<file path="config.mk">
export PLATFORM = sky130hd
export DESIGN_NAME = gpio_scan_ctrl
export DESIGN_NICKNAME = d
export VERILOG_FILES = /design/src/rtl/gpio_scan_ctrl.sv
export SDC_FILE = /design/constraint.sdc
export NUM_CORES = 1
export LEC_CHECK = 0
export BUFFER_PORTS_ARGS = -buffer_cell sky130_fd_sc_hd__clkbuf_2
export CORE_MARGIN = 4
export CORE_UTILIZATION = 47
export DETAILED_ROUTE_END_ITERATION = 8
export PLACE_DENSITY = 0.77
export REMOVE_ABC_BUFFERS = 1
export SYNTH_ARGS = -nofsm -noshare
export SYNTH_HDL_FRONTEND = slang
export SYNTH_SLANG_ARGS = --single-unit
</file>
<file path="constraint.sdc">
create_clock -name clk -period 2.9 [get_ports clk]
set_clock_uncertainty 0.2 [all_clocks]
set_input_delay 0.435 -clock clk [delete_from_list [all_inputs] [get_ports clk]]
set_output_delay 0.435 -clock clk [all_outputs]
set_load 0.05 [all_outputs]
</file>
<file path="src/rtl/gpio_scan_ctrl.sv">
// gpio_scan_ctrl: Wishbone master that configures, polls and drives an 8-bit wb_gpio slave, queueing input-change events
module gpio_scan_ctrl #(
  parameter logic [31:0] BASE_ADR = 32'hF000_4000,
  parameter logic [7:0]  DIR_INIT = 8'h0F,
  parameter int          SCAN_DIV = 1000,
  parameter int          TIMEOUT  = 16
) (
  input  logic        clk,
  input  logic        rst,
  output logic [31:0] wbm_adr_o,
  output logic [31:0] wbm_dat_o,
  input  logic [31:0] wbm_dat_i,
  output logic        wbm_we_o,
  output logic        wbm_cyc_o,
  output logic        wbm_stb_o,
  input  logic        wbm_ack_i,
  input  logic        out_req,
  input  logic [7:0]  out_val,
  output logic        out_busy,
  output logic        evt_valid,
  output logic [15:0] evt_data,
  input  logic        evt_ready,
  output logic        irq,
  output logic        ovf,
  output logic        err
);
  typedef enum logic [1:0] {CFG, IDLE, BUS, GAP} state_t;
  typedef enum logic [1:0] {OP_DIR, OP_OUT, OP_RD} op_t;
  localparam int SW = $clog2(SCAN_DIV);
  localparam int TW = $clog2(TIMEOUT + 1);
  state_t state, state_nxt;
  op_t op;
  logic [SW-1:0] scnt;
  logic [TW-1:0] tcnt;
  logic scan_pend, first_scan;
  logic [7:0] out_reg, last_in, chg;
  logic [15:0] fifo [4];
  logic [1:0] wp, rp;
  logic [2:0] cnt;
  logic ack, tmo, tick, launch, rd_ack, push, pop, wr_en;
  logic unused_dat;
  assign unused_dat = ^wbm_dat_i[31:8];
  always_ff @(posedge clk or negedge rst)
    if (!rst) state <= CFG;
    else state <= state_nxt;
  always_comb begin
    state_nxt = state;
    case (state)
      CFG:     state_nxt = BUS;
      IDLE:    state_nxt = (out_busy || scan_pend) ? BUS : IDLE;
      BUS:     state_nxt = (ack || tmo) ? GAP : BUS;
      default: state_nxt = IDLE;
    endcase
  end
  always_comb begin
    wbm_cyc_o = state == BUS;
    wbm_stb_o = state == BUS;
    evt_valid = cnt != 3'd0;
    irq       = cnt != 3'd0;
    evt_data  = fifo[rp];
    ack       = state == BUS && wbm_ack_i;
    tmo       = state == BUS && !wbm_ack_i && tcnt == TW'(TIMEOUT - 1);
    tick      = state != CFG && scnt == SW'(SCAN_DIV - 1);
    launch    = state != BUS && state_nxt == BUS;
    rd_ack    = ack && op == OP_RD;
    chg       = (wbm_dat_i[7:0] ^ last_in) & ~DIR_INIT;
    push      = rd_ack && !first_scan && chg != 8'h00;
    pop       = evt_valid && evt_ready;
    wr_en     = push && (cnt != 3'd4 || pop);
  end
  // Access kind is chosen at launch: dir write from CFG, else pending output write beats scan read
  always_ff @(posedge clk or negedge rst)
    if (!rst) begin
      wbm_adr_o  <= '0;
      wbm_dat_o  <= '0;
      wbm_we_o   <= 1'b0;
      op         <= OP_DIR;
      scnt       <= '0;
      tcnt       <= '0;
      scan_pend  <= 1'b0;
      first_scan <= 1'b1;
      out_busy   <= 1'b0;
      out_reg    <= '0;
      last_in    <= '0;
      wp         <= '0;
      rp         <= '0;
      cnt        <= '0;
      ovf        <= 1'b0;
      err        <= 1'b0;
    end else begin
      if (launch) begin
        wbm_adr_o <= BASE_ADR + (state == CFG ? 32'h8 : out_busy ? 32'h4 : 32'h0);
        wbm_dat_o <= {24'b0, state == CFG ? DIR_INIT : out_busy ? out_reg : 8'h00};
        wbm_we_o  <= state == CFG || out_busy;
        op        <= state == CFG ? OP_DIR : out_busy ? OP_OUT : OP_RD;
      end
      scnt      <= (state == CFG || tick) ? '0 : scnt + 1'b1;
      tcnt      <= state == BUS ? tcnt + 1'b1 : '0;
      scan_pend <= tick || (scan_pend && !(launch && state == IDLE && !out_busy));
      out_busy  <= out_busy ? !(ack && op == OP_OUT) : out_req;
      if (!out_busy && out_req) out_reg <= out_val;
      if (rd_ack) begin
        last_in    <= wbm_dat_i[7:0];
        first_scan <= 1'b0;
      end
      if (wr_en) wp <= wp + 1'b1;
      if (pop) rp <= rp + 1'b1;
      cnt <= cnt + {2'b0, wr_en} - {2'b0, pop};
      ovf <= ovf || (push && !wr_en);
      err <= tmo;
    end
  always_ff @(posedge clk)
    if (wr_en) fifo[wp] <= {chg, wbm_dat_i[7:0]};
endmodule

</file>
# --- Word level (Yosys, flattened, before mapping) ---
# Memory sizes are Yosys's and may differ from the RTL's.
# Cells that the tools add are included.
totals:
  out_inout_bits: 88
  mem_count: 1
  wordCells: 82
  inputBits: 45
  mem_bits_rw: 48
  ff_bits: 88
op_classes:
  bitwise_logic: 1
  n_eq_ne: 9
  add_sub_neg: 7
  mux: 14
  reduce_logical: 33
memory_table:
  columns: ["name", "depth", "word_bits", "read_ports", "rd_ports_with_merged_regs", "write_ports", "line", "text"]
  rows:
  - ["fifo", 4, 12, 1, 0, 1, "37", "logic [15:0] fifo [4];"]
op_table:
  columns: ["op", "n"]
  rows:
  - ["$add 29x5->30 const A", 1]
  - ["$logic_and 1x1->1", 16]
  - ["$mux 8", 2]
  - ["$add 10x1->10 const B", 1]
  - ["$eq 10x10->1 const B", 1]
  - ["$mux 10", 1]
  - ["$reduce_bool 8->1", 1]
  - ["$xor 8x8->8", 1]
  - ["$logic_or 1x1->1", 7]
  - ["$eq 2x2->1 const B", 3]
  - ["$logic_not 1->1", 6]
  - ["$mux 2", 3]
  - ["$pmux 2 s3", 1]
  - ["$add 5x1->5 const B", 1]
  - ["$eq 5x4->1 const B", 1]
  - ["$mux 5", 1]
  - ["$add 2x1->2 const B", 2]
  - ["$eq 2x1->1 const B", 2]
  - ["$mux 1", 4]
  - ["$mux 4", 1]
  - ["$add 3x1->3", 1]
  - ["$mux 3", 1]
  - ["$ne 3x3->1 const B", 1]
  - ["$reduce_bool 3->1", 1]
  - ["4 further kinds", 4]

# --- Longest topological paths before layout ---
logic_depth:
  ltp_word: 13
  depth_mapped: 11
  mapped_depth_nobuf: 9

# --- Least setup slack after synthesis ---
# OpenSTA, ideal clock, no wires.
synth_timing:
  path_kind: "flip-flop to flip-flop"
  from: "register state[0]"
  to: "register cnt[2]"
  slack_ps: -118
  n_path_buf: 2
  setup_time_ps: 123
  synth_period_minus_slack_ps: 3018
  required_time_ps: 2577
  stages_incl_launch_ff: 12
  arrival_ps: 2695
  cell_sequence: "dfrtp_1 > buf_6 > nand2b_4 > nor4b_4 > or4b_1 > buf_6 > ha_1 > inv_1 > ha_1 > fa_1 > xnor2_1 > xnor2_1"
synth_between:
  elab_chain_cells: 8
synth_lines:
  columns: ["element", "line", "text"]
  rows:
  - ["start, declared", "31", "state_t state, state_nxt;"]
  - ["start signal, assigned", "45", "else state <= state_nxt;"]
  - ["$eq 2x2->1", "61", "ack = state == BUS && wbm_ack_i;"]
  - ["$logic_and 1x1->1", "61", null]
  - ["$logic_and 1x1->1", "65", "rd_ack = ack && op == OP_RD;"]
  - ["$logic_and 1x1->1 (2 in a row)", "67", "push = rd_ack && !first_scan && chg != 8'h00;"]
  - ["$logic_and 1x1->1", "69", "wr_en = push && (cnt != 3'd4 || pop);"]
  - ["$add 3x1->3", "108", "cnt <= cnt + {2'b0, wr_en} - {2'b0, pop};"]
  - ["$sub 3x1->3", "108", null]
  - ["end signal, assigned", "108", null]
  - ["end, declared", "39", "logic [2:0] cnt;"]
# Every way passes these cells.
# A chain may end at the register's enable or synchronous reset.

# --- Worst setup path after layout ---
# Same ends and word-level chain as after synthesis.

==> flow_summary.toml <==
[status]
outcome = "complete, no violations"

[timing]
worst_slack_ns = 0.101
max_slew_margin = 0.525
slew_viol_final = 0
rsz0062_at_grt = "true"
finalSetupViolCount = 0
fmax_mhz = 357
fin_crit_ns = 2.80
period_share = 0.965
worstMarginPinSlew_ns = 0.711
hold_violations = 0

[route]
drt_iter0_markers = 55
via_per_inst = 4.70
drc = 0
ant_nets = 0
vias = 2575
routed_wl_um = 7640
avgRoutedWirePerCell_um = 13.9
first_pass_iters = 5

[worst_setup_path]
cp_data_required_time_ns = 2.94
critical_path.slowest_cell = "or4b_4"
end_kind = "flip-flop"
path_depth = 9
critPathTopFamily = "simple AND/OR/NAND/NOR gates"
crit_buf_inv = 1
crit_type = "reg2reg"
arrival_ns = 2.84
max_stage_delay_ns = 0.53
r2r_cells = 9
path_common_cell = "ha_4"
crit_path_start_kind = "flip-flop"
worstPathCellList = "nand2b_4, nor4b_4, or4b_4, ha_4, inv_2, ha_4, fa_2, xnor2_2, xnor2_1"
crit_fanout = 4

[floorplanning]
rows = 36
core_area_um2 = 9730
fp.dieH_um = 108
die_area_um2 = 11600
io_pins = 133
die_x_um = 108
initial_utilization = 0.479

[global_routing]
grt_pass1_vias = 2648
grt_max_degree = 27
grt_overflow = 0
grt_pass1_wl_um = 12400
grt_antenna_before_repair = 0
grt_use_total = 0.137

[synthesis]
ys_ff_latch = 102
synth-main-ff-cell = "dfrtp_1"
syn_area_per_cell_um2 = 13.7
yosys_warnings = 0
ys_seq_area_frac = 0.599
synth_edf_count = 48
ys_types = 44
async_reset_ff_frac = 0.529
netlist_area_um2 = 4660
syn_inst = 341

[power_and_ir_drop]
p_per_area_nw_per_um2 = 933
irDropWorstVdd_mv = 0.651
p_leak_nw = 2.27
p_comb_frac = 0.420
power_mw = 4.84
switching_share = 0.430
intPower_mw = 2.76
p_switching_mw = 2.08
power_frac_clock = 0.172
seq_power_share = 0.408

[layout]
antennaDiodeCount = 0
largest_reg_flops = 48
fill_cells = 851
top_register = "fifo"
mostFrequentLayoutCells = "clkbuf_2, conb_1, dfrtp_1, edfxtp_1, nor2_1"
layout-drive-gt1-share = 0.316
reg_top3 = "fifo (48), scnt (10)"
nets = 465
area_delta_synth_final_pct = 11.2
final_common_cell = "clkbuf_2"

[flow_run]
cap_violations = 0

[placement]
io_buffers = 55
place_ws_ns = -0.0675
dp_hpwl_um = 5460
gp_congestion = 0.721

[hold_path]
hp-class = "in2reg"
hold_depth = 1

[cts]
clk_pin_slew_ns = 0.10
ctsLongestPathBuffers = 2
cts_buffers = 9
cts.htree.levels = 3
cts_sinks = 102
cts_tree = "yes"
insertion_delay_ns = 0.36
cts-root-buf = "clkbuf_8"
[final cells by class]
| type | count | area [um^2] | share of cell area |
|---|---|---|---|
| clock buffer | 9 | 124 | 0.0239 |
| clock inverter | 7 | 62.6 | 0.0121 |
| inverter | 14 | 52.6 | 0.0101 |
| multi-input combinational | 205 | 1540 | 0.296 |
| sequential | 102 | 2790 | 0.539 |
| tap | 133 | 166 | 0.0321 |
| timing repair buffer | 78 | 450 | 0.0869 |
[timing repair]
action / in CTS / in global routing
endpoints found under the setup margin: 0 / 1
buffers inserted: 0 / 3
endpoints found under the hold margin: 12 / 0
gates resized for setup: 0 / 7
hold buffers: 1 / 0
[logic make-up (layout without fill, tap and decap cells)]
group	Yosys count	count (layout)	synth area share
fa+ha+maj	10	10	0.0284
compound gates	32	32	0.0480
buf+inv	86	108	0.121
flops	102	102	0.599
mux	25	25	0.0902
xor+xnor	15	15	0.0282
simple gates	70	70	0.0837
other cells	1	53	0.000804
[path summary, 6_finish.rpt]
path / startpoint / end / slack, ns
min in group asynchronous: rst / wbm_dat_o[3] / 0.29
max in group asynchronous: rst / first_scan / 1.52
hold / removal: wbm_dat_i[2] / fifo[0][2] / 0.1
setup / recovery: state[0] / cnt[2] / 0.10
setup reg to reg: state[0] / cnt[2] / 0.10
hold reg to reg: scnt[0] / scnt[0] / 0.26
[worst reg2reg max path, stage by stage, from the launching register on]
cell and delay [ns]:
dfrtp_1 0.39, nand2b_4 0.16, nor4b_4 0.29, or4b_4 0.53, ha_4 0.28, inv_2 0.04
ha_4 0.15, fa_2 0.37, xnor2_2 0.15, xnor2_1 0.12
[synth_stat cells, types with 3 or more instances]
cell       n  area [um^2]
nor3b_1    4         30.0
nand4_1    5         31.3
nand3_1    4         20.0
nor2_1    24         90.1
a22o_1     8         70.1
xor2_1     8         70.1
dfrtp_1   53         1330
ha_1       9          113
nand2_1    9         33.8
inv_1     14         52.6
edfxtp_1  48         1440
mux2_2    12          135
mux4_2    12          270
nor3_1     3         15.0
xnor2_1    7         61.3
a21oi_1   11         55.1
buf_4     60          450
a21o_1     8         60.1
clkbuf_1   7         26.3
[metal layers]
metal / GRT usage / routed length (um) / vias up
met4: 0.0225 / 34 / 0
met3: 0.0504 / 539 / 7
met1: 0.161 / 2970 / 1258
li1: - / - / 1223
met2: 0.244 / 4090 / 87
met5: 0 / 0 / -
[stage by stage]
step | utilization | TNS [ns] | area (um^2) | std cells | hold WS (ns)
5_1_grt | 0.533 | -0.0446 | 5190 | 548 | 0.0714
3_5_place_dp | 0.507 | -0.0675 | 4930 | 528 | 0.147
2_1_floorplan | - | -0.305 | 4340 | 321 | -0.0606
6_report | 0.533 | 0 | 5190 | 548 | 0.0980
3_3_place_gp | 0.507 | 0 | 4930 | 528 | 0.139
4_1_cts | 0.527 | 0 | 5120 | 545 | 0.0828
[power by group through the flow]
| stage | registers, mW | clock network [mW] | logic [mW] |
|---|---|---|---|
| 5_1_grt | 2.01 | 0.935 | 2.19 |
| 2_1_floorplan | 2.27 | 0 | 1.25 |
| 6_report | 1.97 | 0.833 | 2.03 |
| 4_1_cts | 1.97 | 0.863 | 2.00 |
| 3_3_place_gp | 1.99 | 0 | 1.95 |
| 3_5_place_dp | 2.00 | 0 | 1.99 |
Power figures use the tool's default switching activity.
